**src/rtl/ahb_req_arbiter.sv**
```systemverilog
// ahb_req_arbiter: round-robin arbiter that shares one AHB-lite slave port
// between NUM_MASTERS local requesters, one single NONSEQ transfer per grant.
// Ports: Hclk, Hreset (sync, active-high); per-master m_req/m_addr/m_write/
//   m_wdata in, m_gnt/m_ack out; m_err/m_rdata completion status; busy;
//   Haddr/Hwrite/Htrans/Hwdata/Hreadyin to the bridge, Hreadyout/Hresp/Hrdata
//   from it.
// Optional: define ARB_TIMEOUT_EN to force completion with m_err=1 after
//   TIMEOUT_CYCLES stalled cycles in ADDR or DATA.
module ahb_req_arbiter #(
   parameter int NUM_MASTERS    = 2,
   parameter int TIMEOUT_CYCLES = 16
) (
   input  logic                      Hclk,
   input  logic                      Hreset,
   input  logic [NUM_MASTERS-1:0]    m_req,
   input  logic [NUM_MASTERS*32-1:0] m_addr,
   input  logic [NUM_MASTERS-1:0]    m_write,
   input  logic [NUM_MASTERS*32-1:0] m_wdata,
   output logic [NUM_MASTERS-1:0]    m_gnt,
   output logic [NUM_MASTERS-1:0]    m_ack,
   output logic                      m_err,
   output logic [31:0]               m_rdata,
   output logic                      busy,
   output logic [31:0]               Haddr,
   output logic                      Hwrite,
   output logic [1:0]                Htrans,
   output logic [31:0]               Hwdata,
   output logic                      Hreadyin,
   input  logic                      Hreadyout,
   input  logic [1:0]                Hresp,
   input  logic [31:0]               Hrdata
);

   typedef enum logic [1:0] {
      S_IDLE,
      S_ADDR,
      S_DATA
   } state_t;

   localparam logic [1:0] HT_IDLE   = 2'b00;
   localparam logic [1:0] HT_NONSEQ = 2'b10;

   state_t                   state_q, state_d;
   logic [1:0]               rr_ptr_q, rr_ptr_d;
   logic [1:0]               idx_q, idx_d;
   logic [NUM_MASTERS-1:0]   gnt_q, gnt_d;
   logic [NUM_MASTERS-1:0]   ack_q, ack_d;
   logic                     err_q, err_d;
   logic [31:0]              rdata_q, rdata_d;
   logic [31:0]              addr_q, addr_d;
   logic                     write_q, write_d;
   logic [31:0]              wdata_q, wdata_d;
`ifdef ARB_TIMEOUT_EN
   logic [15:0]              cnt_q, cnt_d;
`endif

   logic                     sel_found;
   logic [1:0]               sel_idx;
   logic [31:0]              sel_addr;
   logic [31:0]              sel_wdata;
   logic                     sel_write;
   logic                     cpl;
   logic                     cpl_err;
   logic                     cpl_cap;

   // First requester at or after rr_ptr, wrapping.
   always_comb begin
      sel_found = 1'b0;
      sel_idx   = '0;
      for (int k = 0; k < NUM_MASTERS; k++) begin
         if (!sel_found && m_req[(int'(rr_ptr_q) + k) % NUM_MASTERS]) begin
            sel_found = 1'b1;
            sel_idx   = 2'((int'(rr_ptr_q) + k) % NUM_MASTERS);
         end
      end
      sel_addr  = '0;
      sel_wdata = '0;
      sel_write = 1'b0;
      for (int i = 0; i < NUM_MASTERS; i++) begin
         if (sel_idx == 2'(i)) begin
            sel_addr  = m_addr[32*i +: 32];
            sel_wdata = m_wdata[32*i +: 32];
            sel_write = m_write[i];
         end
      end
   end

   always_comb begin
      state_d  = state_q;
      rr_ptr_d = rr_ptr_q;
      idx_d    = idx_q;
      gnt_d    = gnt_q;
      ack_d    = '0;
      err_d    = 1'b0;
      rdata_d  = rdata_q;
      addr_d   = addr_q;
      write_d  = write_q;
      wdata_d  = wdata_q;
`ifdef ARB_TIMEOUT_EN
      cnt_d    = cnt_q;
`endif
      cpl      = 1'b0;
      cpl_err  = 1'b0;
      cpl_cap  = 1'b0;

      unique case (state_q)
         S_IDLE: begin
            if (sel_found) begin
               state_d = S_ADDR;
               idx_d   = sel_idx;
               addr_d  = sel_addr;
               wdata_d = sel_wdata;
               write_d = sel_write;
               for (int i = 0; i < NUM_MASTERS; i++) begin
                  gnt_d[i] = (sel_idx == 2'(i));
               end
`ifdef ARB_TIMEOUT_EN
               cnt_d = '0;
`endif
            end
         end
         S_ADDR: begin
            if (Hreadyout) begin
               state_d = S_DATA;
            end
`ifdef ARB_TIMEOUT_EN
            else if (cnt_q == 16'(TIMEOUT_CYCLES - 1)) begin
               cpl     = 1'b1;
               cpl_err = 1'b1;
            end else begin
               cnt_d = cnt_q + 16'd1;
            end
`endif
         end
         S_DATA: begin
            if (Hreadyout) begin
               cpl     = 1'b1;
               cpl_err = (Hresp != 2'b00);
               cpl_cap = !write_q;
            end
`ifdef ARB_TIMEOUT_EN
            else if (cnt_q == 16'(TIMEOUT_CYCLES - 1)) begin
               cpl     = 1'b1;
               cpl_err = 1'b1;
            end else begin
               cnt_d = cnt_q + 16'd1;
            end
`endif
         end
         default: state_d = S_IDLE;
      endcase

      // Ack is registered, so the ack cycle itself is spent in IDLE.
      if (cpl) begin
         state_d  = S_IDLE;
         ack_d    = gnt_q;
         err_d    = cpl_err;
         gnt_d    = '0;
         rr_ptr_d = (idx_q == 2'(NUM_MASTERS - 1)) ? 2'd0 : idx_q + 2'd1;
         if (cpl_cap) begin
            rdata_d = Hrdata;
         end
      end
   end

   always_ff @(posedge Hclk) begin
      if (Hreset) begin
         state_q  <= S_IDLE;
         rr_ptr_q <= '0;
         idx_q    <= '0;
         gnt_q    <= '0;
         ack_q    <= '0;
         err_q    <= 1'b0;
         rdata_q  <= '0;
         addr_q   <= '0;
         write_q  <= 1'b0;
         wdata_q  <= '0;
`ifdef ARB_TIMEOUT_EN
         cnt_q    <= '0;
`endif
      end else begin
         state_q  <= state_d;
         rr_ptr_q <= rr_ptr_d;
         idx_q    <= idx_d;
         gnt_q    <= gnt_d;
         ack_q    <= ack_d;
         err_q    <= err_d;
         rdata_q  <= rdata_d;
         addr_q   <= addr_d;
         write_q  <= write_d;
         wdata_q  <= wdata_d;
`ifdef ARB_TIMEOUT_EN
         cnt_q    <= cnt_d;
`endif
      end
   end

   assign m_gnt    = gnt_q;
   assign m_ack    = ack_q;
   assign m_err    = err_q;
   assign m_rdata  = rdata_q;
   assign busy     = (state_q != S_IDLE);
   assign Haddr    = addr_q;
   assign Hwrite   = write_q;
   assign Htrans   = (state_q == S_ADDR) ? HT_NONSEQ : HT_IDLE;
   assign Hwdata   = wdata_q;
   assign Hreadyin = 1'b1;

endmodule

```
**config.mk**
```make
export PLATFORM = sky130hd
export DESIGN_NAME = ahb_req_arbiter
export DESIGN_NICKNAME = d
export VERILOG_FILES = /design/src/rtl/ahb_req_arbiter.sv
export SDC_FILE = /design/constraint.sdc
export NUM_CORES = 1
export LEC_CHECK = 0
export CAP_MARGIN = 20
export CORE_AREA = 2 2 107 109
export CTS_BUF_LIST = sky130_fd_sc_hd__clkbuf_2 sky130_fd_sc_hd__clkbuf_4 sky130_fd_sc_hd__clkbuf_8
export DETAILED_ROUTE_END_ITERATION = 6
export DIE_AREA = 0 0 109 111
export DONT_BUFFER_PORTS = 1
export PLACE_DENSITY = 0.66
export REMOVE_ABC_BUFFERS = 1
export SLEW_MARGIN = 20
export SYNTH_ARGS = -nofsm -noshare
export SYNTH_HDL_FRONTEND = slang
export SYNTH_SLANG_ARGS = --single-unit
```
**constraint.sdc**
```tcl
create_clock -name Hclk -period 2.7 [get_ports Hclk]
set_input_delay 0.54 -clock Hclk [delete_from_list [all_inputs] [get_ports Hclk]]
set_output_delay 0.54 -clock Hclk [all_outputs]
set_load 0.02 [all_outputs]
```
==> After elaboration in Yosys (flattened, before gate mapping) <==
Index checks and enable logic that the tools add are counted.
{ "classes": {"n_addsub": 2, "order_cmp": 2, "n_eq_ne": 6, "muxes": 24, "n_bitwise": 4, "n_reduce_logical": 13} }
{ "ops": {"columns": ["op", "count"], "rows": [
  ["32-bit two-way mux", 4],
  ["1-bit two-way mux", 15],
  ["2-bit two-way mux", 4],
  ["2-bit by 1-bit equality test with 1-bit output (second input constant)", 3],
  ["2-bit one-hot mux with 3 select lines", 1],
  ["2-bit zero test", 2],
  ["2-bit != test (second input constant)", 2],
  ["2-bit AND reduction", 2],
  ["2-bit nonzero test", 2],
  ["2-bit OR reduction", 2],
  ["4-bit OR reduction", 1],
  ["2-bit by 3-bit less-than comparator with 1-bit output (second input constant)", 1],
  ["1-bit inverter", 3],
  ["3-bit AND reduction", 1],
  ["1-bit adder (second input constant)", 2],
  ["2-bit equality test (second input constant)", 1],
  ["1-bit zero test", 2],
  ["1-bit by 2-bit less-than comparator with 1-bit output (second input constant)", 1],
  ["1-bit AND (first input constant)", 1],
  ["1-bit logical AND", 1]
]} }
{ "word_totals": {"ff_bits": 107, "in_bits": 169, "word_cells": 61} }

==> Depth between registers and ports, before layout <==
Gate-level depths: netlist of run 1.
{ "depth": {"ltp_word": 10, "depth_mapped": 6, "mapped_depth_nobuf": 4} }

==> Worst setup path after synthesis of run 1 <==
Ideal clock, no wire load.
{ "synth_timing": {"path_type": "input -> register", "from": "input m_req[0]", "to": "register addr_q[11], in the netlist Haddr[11]", "setup_time_ns": 0.075, "t_arrival_ns": 1.354, "required_ns": 2.625, "slack_ns": 1.271, "cell_stages": 6, "n_path_buf": 3, "cell_sequence": "buf_4 nor2_4 buf_4 buf_2 o21ai_1 a31oi_1"} }
{ "synth_via": {"elab_chain_cells": 9, "elab_cells_between_ends": 16} }
{ "synth_rtl": {"columns": ["item", "line_no", "text"], "rows": [
  ["start: declaration", "15", "input logic [NUM_MASTERS-1:0] m_req,"],
  ["1-bit two-way mux (implied by the code) (2 in series)", "71", "if (!sel_found && m_req[(int'(rr_ptr_q) + k) % NUM_MASTERS]) begin"],
  ["1-bit two-way mux", "71", null],
  ["1-bit zero test", "71", null],
  ["1-bit logical AND", "71", null],
  ["2-bit two-way mux", "71", null],
  ["2-bit zero test", "80", "if (sel_idx == 2'(i)) begin"],
  ["32-bit two-way mux (2 in series)", "80", null],
  ["end signal: assignment", "189", "addr_q <= addr_d;"],
  ["end: declaration", "50", "logic [31:0] addr_q, addr_d;"]
]} }
Parallel ways exist; a longest one is shown, timed or not. The select of a mux whose other input is x is not followed.
A chain may end at the register's enable or synchronous reset.

==> Worst setup path after layout of run 1 <==
{ "layout_timing": {"from": "register state_q[0]", "to": "output busy"} }
{ "layout_via": {"elab_chain_cells": 1} }
{ "layout_rtl": {"columns": ["item", "line_no", "text"], "rows": [
  ["start: declaration", "43", "state_t state_q, state_d;"],
  ["start signal: assignment", "182", "state_q <= state_d;"],
  ["2-bit nonzero test", "202", "assign busy = (state_q != S_IDLE);"],
  ["end: declaration", "23", "output logic busy,"]
]} }
Every way passes these cells.

==> flow_summary.json, run 1 <==
{
  "cts-root-buf": "clkbuf_8",
  "cp_slowest_cell": "inv_2",
  "avgSynthCellArea_um2": 8.55,
  "cts_setup_buffers": 0,
  "cts_tree": "built",
  "cts_made_buffers": 9,
  "crit_type": "flip-flop to output port",
  "cts.sinks": 106,
  "ys_seq_area_frac": 0.433,
  "start_kind": "flip-flop",
  "core.rowCount": 39,
  "cts_resized": 0,
  "hold_violations": 0,
  "synthTopCellsByArea": "dfxtp_1 (43%), nand4_1 (17%), a31oi_1 (8.3%)",
  "critPathRequiredTime_ps": 2160,
  "max_cap_viol_count": 0,
  "ant_nets": 0,
  "ys.flop_type": "dfxtp_1",
  "initial_core_util": 0.442,
  "yosysTopAreaCellShare": 0.433,
  "p_leak_uw": 0.00146,
  "drcViolationCount": 0,
  "rsz0062_at_grt": "false",
  "arrival_ps": 1480,
  "drt_iter0_markers": 450,
  "finalNonFillerCells": 663,
  "syn_to_final_growth_pct": 2.15,
  "gr-total-overflow": 0,
  "grt_max_degree": 134,
  "ir_worst_vdd_v": 0.000329,
  "synth_area_leader_cell": "dfxtp_1",
  "track_usage": 0.215,
  "num-fill-cells": 1115,
  "yosys.cell_types.count": 28,
  "dp_hpwl_um": 8900,
  "setup_violations": 0,
  "synth_edf_count": 0,
  "drive_above_1_share": 0.179,
  "hold_buffers": 0,
  "fin_area_um2": 5000,
  "critPathMaxFanout": 34,
  "critPathTopFamily": "buffers and inverters",
  "status": "complete, no violations",
  "hp-class": "input pin to flip-flop",
  "dieArea_um2": 12100,
  "die_w_um": 109,
  "syn_inst": 573,
  "io_buffer_count": 0,
  "synth_area_um2": 4900,
  "drt_wl_total_um": 14000,
  "dpl.cell_count": 647,
  "ys_ff_latch": 106,
  "fmax_mhz": 496,
  "die_h_um": 111,
  "finalNetCount": 684,
  "grt_pass1_vias": 4005,
  "crit_path_end_kind": "output port",
  "clk_path_buf_depth": 2,
  "worst-path-buf-inv": 1,
  "finClkSkew_ps": 15.4,
  "clkTransAtPathRegs_ps": 100,
  "place_congestion": 0.767,
  "n_antenna_cell": 0,
  "synthTopCellsByCount": "nand4_1 (130), dfxtp_1 (106), o21ai_1 (69)",
  "placed_cell_area_um2": 4780,
  "power.density_nw_per_um2": 675,
  "whs_ps": 226,
  "maxSlewHeadroom": 0.514,
  "vias": 4379,
  "tightestPinTransition_ps": 728,
  "h-tree-depth": 3,
  "insertion_delay_ps": 370,
  "fin_crit_ps": 2020,
  "power_uw": 3380,
  "synth_most_common_cell": "nand4_1",
  "grt_pass1_wl_um": 20800,
  "core-area_um2": 11100,
  "synth-async-reset-ratio": 0,
  "first_pass_iters": 5,
  "final.period_utilization": 0.747,
  "viasPerCell": 6.60,
  "crit_chain": "nor2_4, inv_2",
  "synth_warnings": 0,
  "maxSlewViolCount": 0,
  "wl_per_cell_um": 21.1,
  "ioPinCount": 275,
  "worst_path_largest_cell_delay_ps": 540,
  "antenna_found_initial": 0
}
metal layers:
metal,up-vias,global-route usage,share of wire
met4,0,0.0872,0.021
met3,22,0.0764,0.12
li1,2049,-,-
met5,-,0,0
met1,2043,0.257,0.38
met2,265,0.348,0.48
cells by family (layout without fill, tap and decap cells):
group           Yosys count  in the layout  synth area share
compound gates          173            173             0.218
other cells               2              2           0.00153
flops                   106            106             0.433
simple gates            212            212             0.256
buf+inv                  80             27            0.0919
power by group:
group          switching, uW  leakage [uW]  internal, uW
logic                    266      0.000482           145
clock network            526      0.000110           569
registers                203      0.000867          1670
area by class of cell:
| class | count | area [um^2] | area share |
|---|---|---|---|
| multi-input cells | 387 | 2350 | 0.469 |
| clock inverters | 4 | 75.1 | 0.0150 |
| clock buffers | 12 | 153 | 0.0305 |
| well taps | 143 | 179 | 0.0358 |
| inverters | 1 | 3.75 | 0.000750 |
| repair buffers | 10 | 125 | 0.0250 |
| flip-flops and latches | 106 | 2120 | 0.424 |
worst reg2reg max path, cell delays in order (launching register included):
cell and delay, ps:
dfxtp_1 490, nor2_4 70, inv_2 540, buf_4 310
o21ai_1 90, a31oi_1 210
metrics by stage:
step | setup TNS, ps | utilization | setup WS (ps)
finish | 0 | 0.452 | 684
global route | 0 | 0.452 | 599
global placement | 0 | 0.431 | 1040
floorplan | -105140 | - | -2360
CTS | 0 | 0.452 | 660
detailed placement | 0 | 0.431 | 954
worst paths after layout:
path	slack, ps	start	endpoint	depth (start not counted)
setup / recovery	680	state_q[0]	busy	2
hold reg to reg	450	idx_q[0]	rr_ptr_q[0]	1
setup reg to reg	930	state_q[0]	Hwdata[20]	5
hold / removal	230	Hreset	m_rdata[20]	1
cells in the final DEF, fill, tap and decap left out:
master	n
nor4bb_4	1
nor2_4	2
nand2_1	34
nand4bb_1	1
buf_4	6
nand3b_1	2
nand2b_1	2
o31ai_1	1
conb_1	2
nor2_1	3
buf_12	4
o21ai_1	69
inv_2	1
and2_1	2
clkbuf_4	2
nand3_1	2
clkbuf_8	10
a21oi_1	6
a31oi_1	65
dfxtp_1	106
nand2b_2	1
o21a_1	1
bufinv_16	2
clkinvlp_4	2
a22oi_1	1
nand4_1	130
and2b_2	1
nand2_2	31
a21oi_2	30
state kept, by name, summed over array words and instances (netlist names):
signal and cells:
idx_q 1, Hwrite 1, m_err 1, state_q 2, m_gnt 2, Hwdata 32, m_rdata 32, m_ack 2
rr_ptr_q 1, Haddr 32
Note: power is estimated with default switching activity, not from simulation.
==> inputs of run 2 (changes only) <==
==> constraint.sdc (replaced) <==
create_clock -name Hclk -period 2.1 [get_ports Hclk]
set_input_delay 0.42 -clock Hclk [delete_from_list [all_inputs] [get_ports Hclk]]
set_output_delay 0.42 -clock Hclk [all_outputs]
set_load 0.02 [all_outputs]
==> run 2 against run 1 <==
Against the previous run:
- clock power rose by 15%
- combinational power rose by 33%
- hold slack got worse by 130 ps
- clock skew fell by 2.6 ps
- sequential power rose by 28%
- global-route usage rose by 0.69 points
- register-to-register slack got worse by 450 ps
- non-clock buffer count rose by 1
- critical path depth did not move
- die area did not move
- critical path type unchanged
- largest power group unchanged
- highest routed layer unchanged
==> flow_summary.json, run 2 (same netlist as run 1, synthesis figures left out) <==
{
  "core-area_um2": 11100,
  "sequentialPowerShare": 0.570,
  "vias": 4438,
  "place_congestion": 0.739,
  "io_buffer_count": 0,
  "critPathRequiredTime_ps": 1680,
  "max_cap_viol_count": 0,
  "syn_to_final_growth_pct": 1.35,
  "initial_core_util": 0.442,
  "rsz0062_at_grt": "false",
  "core.rowCount": 39,
  "fmax_mhz": 582,
  "cts_resized": 0,
  "critPathMaxFanout": 15,
  "hold_buffers": 0,
  "drcViolationCount": 0,
  "track_usage": 0.222,
  "cts.sinks": 106,
  "worst_slack_ps": 381,
  "viasPerCell": 6.68,
  "clk_path_buf_depth": 2,
  "final.period_utilization": 0.819,
  "drt_wl_total_um": 14100,
  "ant_nets": 0,
  "dieArea_um2": 12100,
  "maxSlewHeadroom": 0.595,
  "cts_setup_buffers": 0,
  "start_kind": "flip-flop",
  "p_sw_frac": 0.310,
  "final_common_cell": "nand4_1",
  "crit_path_end_kind": "output port",
  "dpl.cell_count": 648,
  "drt_iter0_markers": 419,
  "cts_made_buffers": 9,
  "multi_input_area_um2": 2350,
  "maxSlewViolCount": 0,
  "final_cell_mix": "nand4_1 (130), dfxtp_1 (106), o21ai_1 (69)",
  "postLayoutCoreUtil": 0.448,
  "wl_per_cell_um": 21.3,
  "fin_area_um2": 4970,
  "power_frac_clock": 0.301,
  "crit_chain": "nor2_4, inv_2",
  "worst_path_largest_cell_delay_ps": 510,
  "register_area_um2": 2120,
  "die_w_um": 109,
  "cts-root-buf": "clkbuf_8",
  "n_antenna_cell": 0,
  "grt_pass1_wl_um": 21700,
  "finClkSkew_ps": 12.8,
  "p_leak_uw": 0.00144,
  "finalNetCount": 685,
  "cp_slowest_cell": "dfxtp_1",
  "ioPinCount": 275,
  "grt_max_degree": 134,
  "h-tree-depth": 3,
  "placed_cell_area_um2": 4770,
  "grt_pass1_vias": 4305,
  "hp-class": "input pin to flip-flop",
  "ir_worst_vdd_v": 0.000405,
  "tightestPinTransition_ps": 608,
  "setup_violations": 0,
  "arrival_ps": 1300,
  "antenna_found_initial": 0,
  "hold_violations": 0,
  "die_h_um": 111,
  "status": "complete, no violations",
  "dp_slack_ps": 572,
  "insertion_delay_ps": 360,
  "gr-total-overflow": 0,
  "finalNonFillerCells": 664,
  "fin_crit_ps": 1720,
  "p_int_uw": 2910,
  "first_pass_iters": 6,
  "drive_above_1_share": 0.180,
  "comb_power_share": 0.129,
  "crit_type": "flip-flop to output port",
  "power.density_nw_per_um2": 849,
  "num-fill-cells": 1049,
  "clkTransAtPathRegs_ps": 100,
  "dp_hpwl_um": 8950,
  "cts_tree": "built",
  "p_switching_uw": 1310
}
==> run 2: layout make-up <==
class                      count  area share
timing repair buffer          11      0.0242
inverter                       1    0.000756
tap                          143      0.0360
clock buffer                  11      0.0280
sequential                   106       0.427
clock inverter                 5      0.0111
multi-input combinational    387       0.473
==> run 2: per-stage QoR <==
stage	hold WS, ps	power, uW	setup TNS, ps
5_1_grt	68.6	4410	0
2_1_floorplan	417	2790	-161860
6_report	99.4	4220	0
4_1_cts	80.8	4250	0
3_5_place_dp	434	2990	0
3_3_place_gp	433	2960	0
==> run 2: final timing paths <==
path | slack [ps] | startpoint | end | depth (start not counted)
worst max-delay path | 380 | state_q[0] | busy | 2
worst min-delay path | 100 | Hreset | m_rdata[25] | 1
worst max register to register | 480 | state_q[0] | Hwdata[27] | 4
worst min register to register | 450 | idx_q[0] | rr_ptr_q[0] | 1
==> run 2: power groups by stage <==
stage          Clock (uW)  Combinational (uW)  Sequential, uW
2_1_floorplan           0                 385            2410
6_report             1270                 545            2400
3_3_place_gp            0                 517            2450
5_1_grt              1390                 598            2420
3_5_place_dp            0                 540            2450
4_1_cts              1310                 539            2400
==> run 2: critical path: cells and delay by family (launching register included) <==
family,cells,cell delay (ps)
flops,1,510
simple gates,1,80
buf+inv,1,330
==> run 2: layer usage <==
layer | wire (um) | GRT usage | up-vias
li1 | - | - | 2048
met1 | 5430 | 0.257 | 2060
met2 | 6680 | 0.368 | 302
met3 | 1800 | 0.0882 | 28
met4 | 239 | 0.0778 | 0
met5 | 0 | 0 | -
==> inputs of run 3 (changes only) <==
==> constraint.sdc (replaced) <==
create_clock -name Hclk -period 1.6 [get_ports Hclk]
set_input_delay 0.32 -clock Hclk [delete_from_list [all_inputs] [get_ports Hclk]]
set_output_delay 0.32 -clock Hclk [all_outputs]
set_load 0.02 [all_outputs]
==> run 3 against run 2 <==
Against the previous run:
- cell count increased by 1.2%
- register-to-register slack got worse by 290 ps
- count of clock-buffer cells in the layout decreased by 1
- die area unchanged
- combinational power increased by 41%
- clock skew decreased by 1.6 ps
- critical path type unchanged
==> flow_summary.json, run 3 (same netlist as run 1, synthesis figures left out) <==
{
  "worst_path_largest_cell_delay_ps": 370,
  "p_leak_uw": 0.00151,
  "cts-root-buf": "clkbuf_8",
  "power.density_nw_per_um2": 1090,
  "clkTransAtPathRegs_ps": 100,
  "insertion_delay_ps": 360,
  "critPathMaxFanout": 11,
  "dp_hpwl_um": 9210,
  "fin_crit_ps": 1510,
  "critPathRequiredTime_ps": 1280,
  "gr-total-overflow": 0,
  "track_usage": 0.226,
  "finalNonFillerCells": 672,
  "critPathTopFamily": "flip-flops",
  "antenna_found_initial": 0,
  "cts.sinks": 106,
  "initial_core_util": 0.442,
  "final.period_utilization": 0.943,
  "die_h_um": 111,
  "cts_tree": "built",
  "n_antenna_cell": 0,
  "syn_to_final_growth_pct": 4.01,
  "io_buffer_count": 0,
  "first_pass_iters": 5,
  "place_congestion": 0.757,
  "drt_wl_total_um": 14500,
  "fmax_mhz": 663,
  "crit_chain": "nor2_4, inv_4, buf_12",
  "crit_type": "flip-flop to output port",
  "cts_made_buffers": 9,
  "setup_violations": 0,
  "crit_path_end_kind": "output port",
  "hp-class": "input pin to flip-flop",
  "drt_iter0_markers": 425,
  "clk_path_buf_depth": 2,
  "cts_setup_buffers": 0,
  "grt_max_degree": 99,
  "ant_nets": 0,
  "dpl.cell_count": 653,
  "vias": 4525,
  "finClkSkew_ps": 11.2,
  "grt_pass1_wl_um": 21900,
  "grt_pass1_vias": 4200,
  "core.rowCount": 39,
  "core-area_um2": 11100,
  "die_w_um": 109,
  "maxSlewViolCount": 0,
  "wl_per_cell_um": 21.6,
  "worst-path-buf-inv": 2,
  "drive_above_1_share": 0.191,
  "start_kind": "flip-flop",
  "arrival_ps": 1190,
  "hold_violations": 0,
  "final_common_cell": "nand4_1",
  "rsz0062_at_grt": "false",
  "whs_ps": 17.2,
  "drcViolationCount": 0,
  "cp_slowest_cell": "dfxtp_2",
  "ir_worst_vdd_v": 0.000519,
  "dieArea_um2": 12100,
  "h-tree-depth": 3,
  "status": "complete, no violations",
  "finalNetCount": 693,
  "max_cap_viol_count": 0,
  "final_cell_mix": "nand4_1 (130), dfxtp_1 (104), o21ai_1 (69)",
  "ioPinCount": 275,
  "viasPerCell": 6.73
}
-- run 3: cell count changes in the layout (fill, tap and decap cells not counted) --
cell,before,now
buf_12,3,8
dlygate4sd3_1,0,3
clkinv_2,2,4
dfxtp_1,106,104
dfxtp_2,0,2
clkbuf_4,2,1
clkinvlp_4,2,1
inv_2,1,0
inv_4,0,1
-- run 3: cell type report --
| type | count | area (um^2) |
|---|---|---|
| clock buffer | 10 | 131 |
| clock inverter | 6 | 57.6 |
| fill | 1058 | 5980 |
| inverter | 1 | 6.26 |
| multi-input combinational | 387 | 2350 |
| sequential | 106 | 2120 |
| tap | 143 | 179 |
| timing repair buffer | 19 | 250 |
-- run 3: path summary, 6_finish.rpt --
kind / start / end / slack, ps / depth (start not counted)
max: state_q[0] / busy / 90 / 3
min: Hreset / Haddr[26] / 20 / 1
max reg2reg: state_q[0] / Haddr[23] / 190 / 4
min reg2reg: idx_q[0] / rr_ptr_q[0] / 460 / 1
-- run 3: through the flow --
stage	utilization	power [uW]	setup WS [ps]	setup TNS, ps	instance area (um^2)
6_report	0.460	5550	90.9	0	5100
5_1_grt	0.460	5790	13.7	0	5100
4_1_cts	0.459	5580	27.1	0	5080
3_5_place_dp	0.440	3960	196	0	4870
3_3_place_gp	0.440	3930	230	0	4870
2_1_floorplan	-	3670	-3330	-212470	4450
-- run 3: layer usage --
| layer | vias up | global-route usage | share of wire |
|---|---|---|---|
| met4 | 0 | 0.0855 | 0.023 |
| met1 | 2130 | 0.276 | 0.39 |
| met5 | - | 0 | 0 |
| met3 | 29 | 0.0805 | 0.12 |
| li1 | 2072 | - | - |
| met2 | 294 | 0.363 | 0.46 |
-- run 3: where the power goes --
part | internal [uW] | total, uW | switching [uW]
clock network | 732 | 1620 | 893
logic | 289 | 771 | 482
registers | 2810 | 3150 | 337
total | 3840 | 5550 | 1710
-- run 3: worst reg2reg max path, delay by kind of cell (launching register included) --
kind / cells / cell delay, ps
and+or+nand+nor: 2 / 370
buffers and inverters: 1 / 410
AOI/OAI and AO/OA: 1 / 190
DFF: 1 / 370
-- run 3: repair_timing --
action,4_1_cts,5_1_grt
setup endpoints to repair,1,1
cloned,0,0
hold buffers,2,1
hold endpoints to repair,6,4
pin swaps,0,1
gates resized for setup,2,1
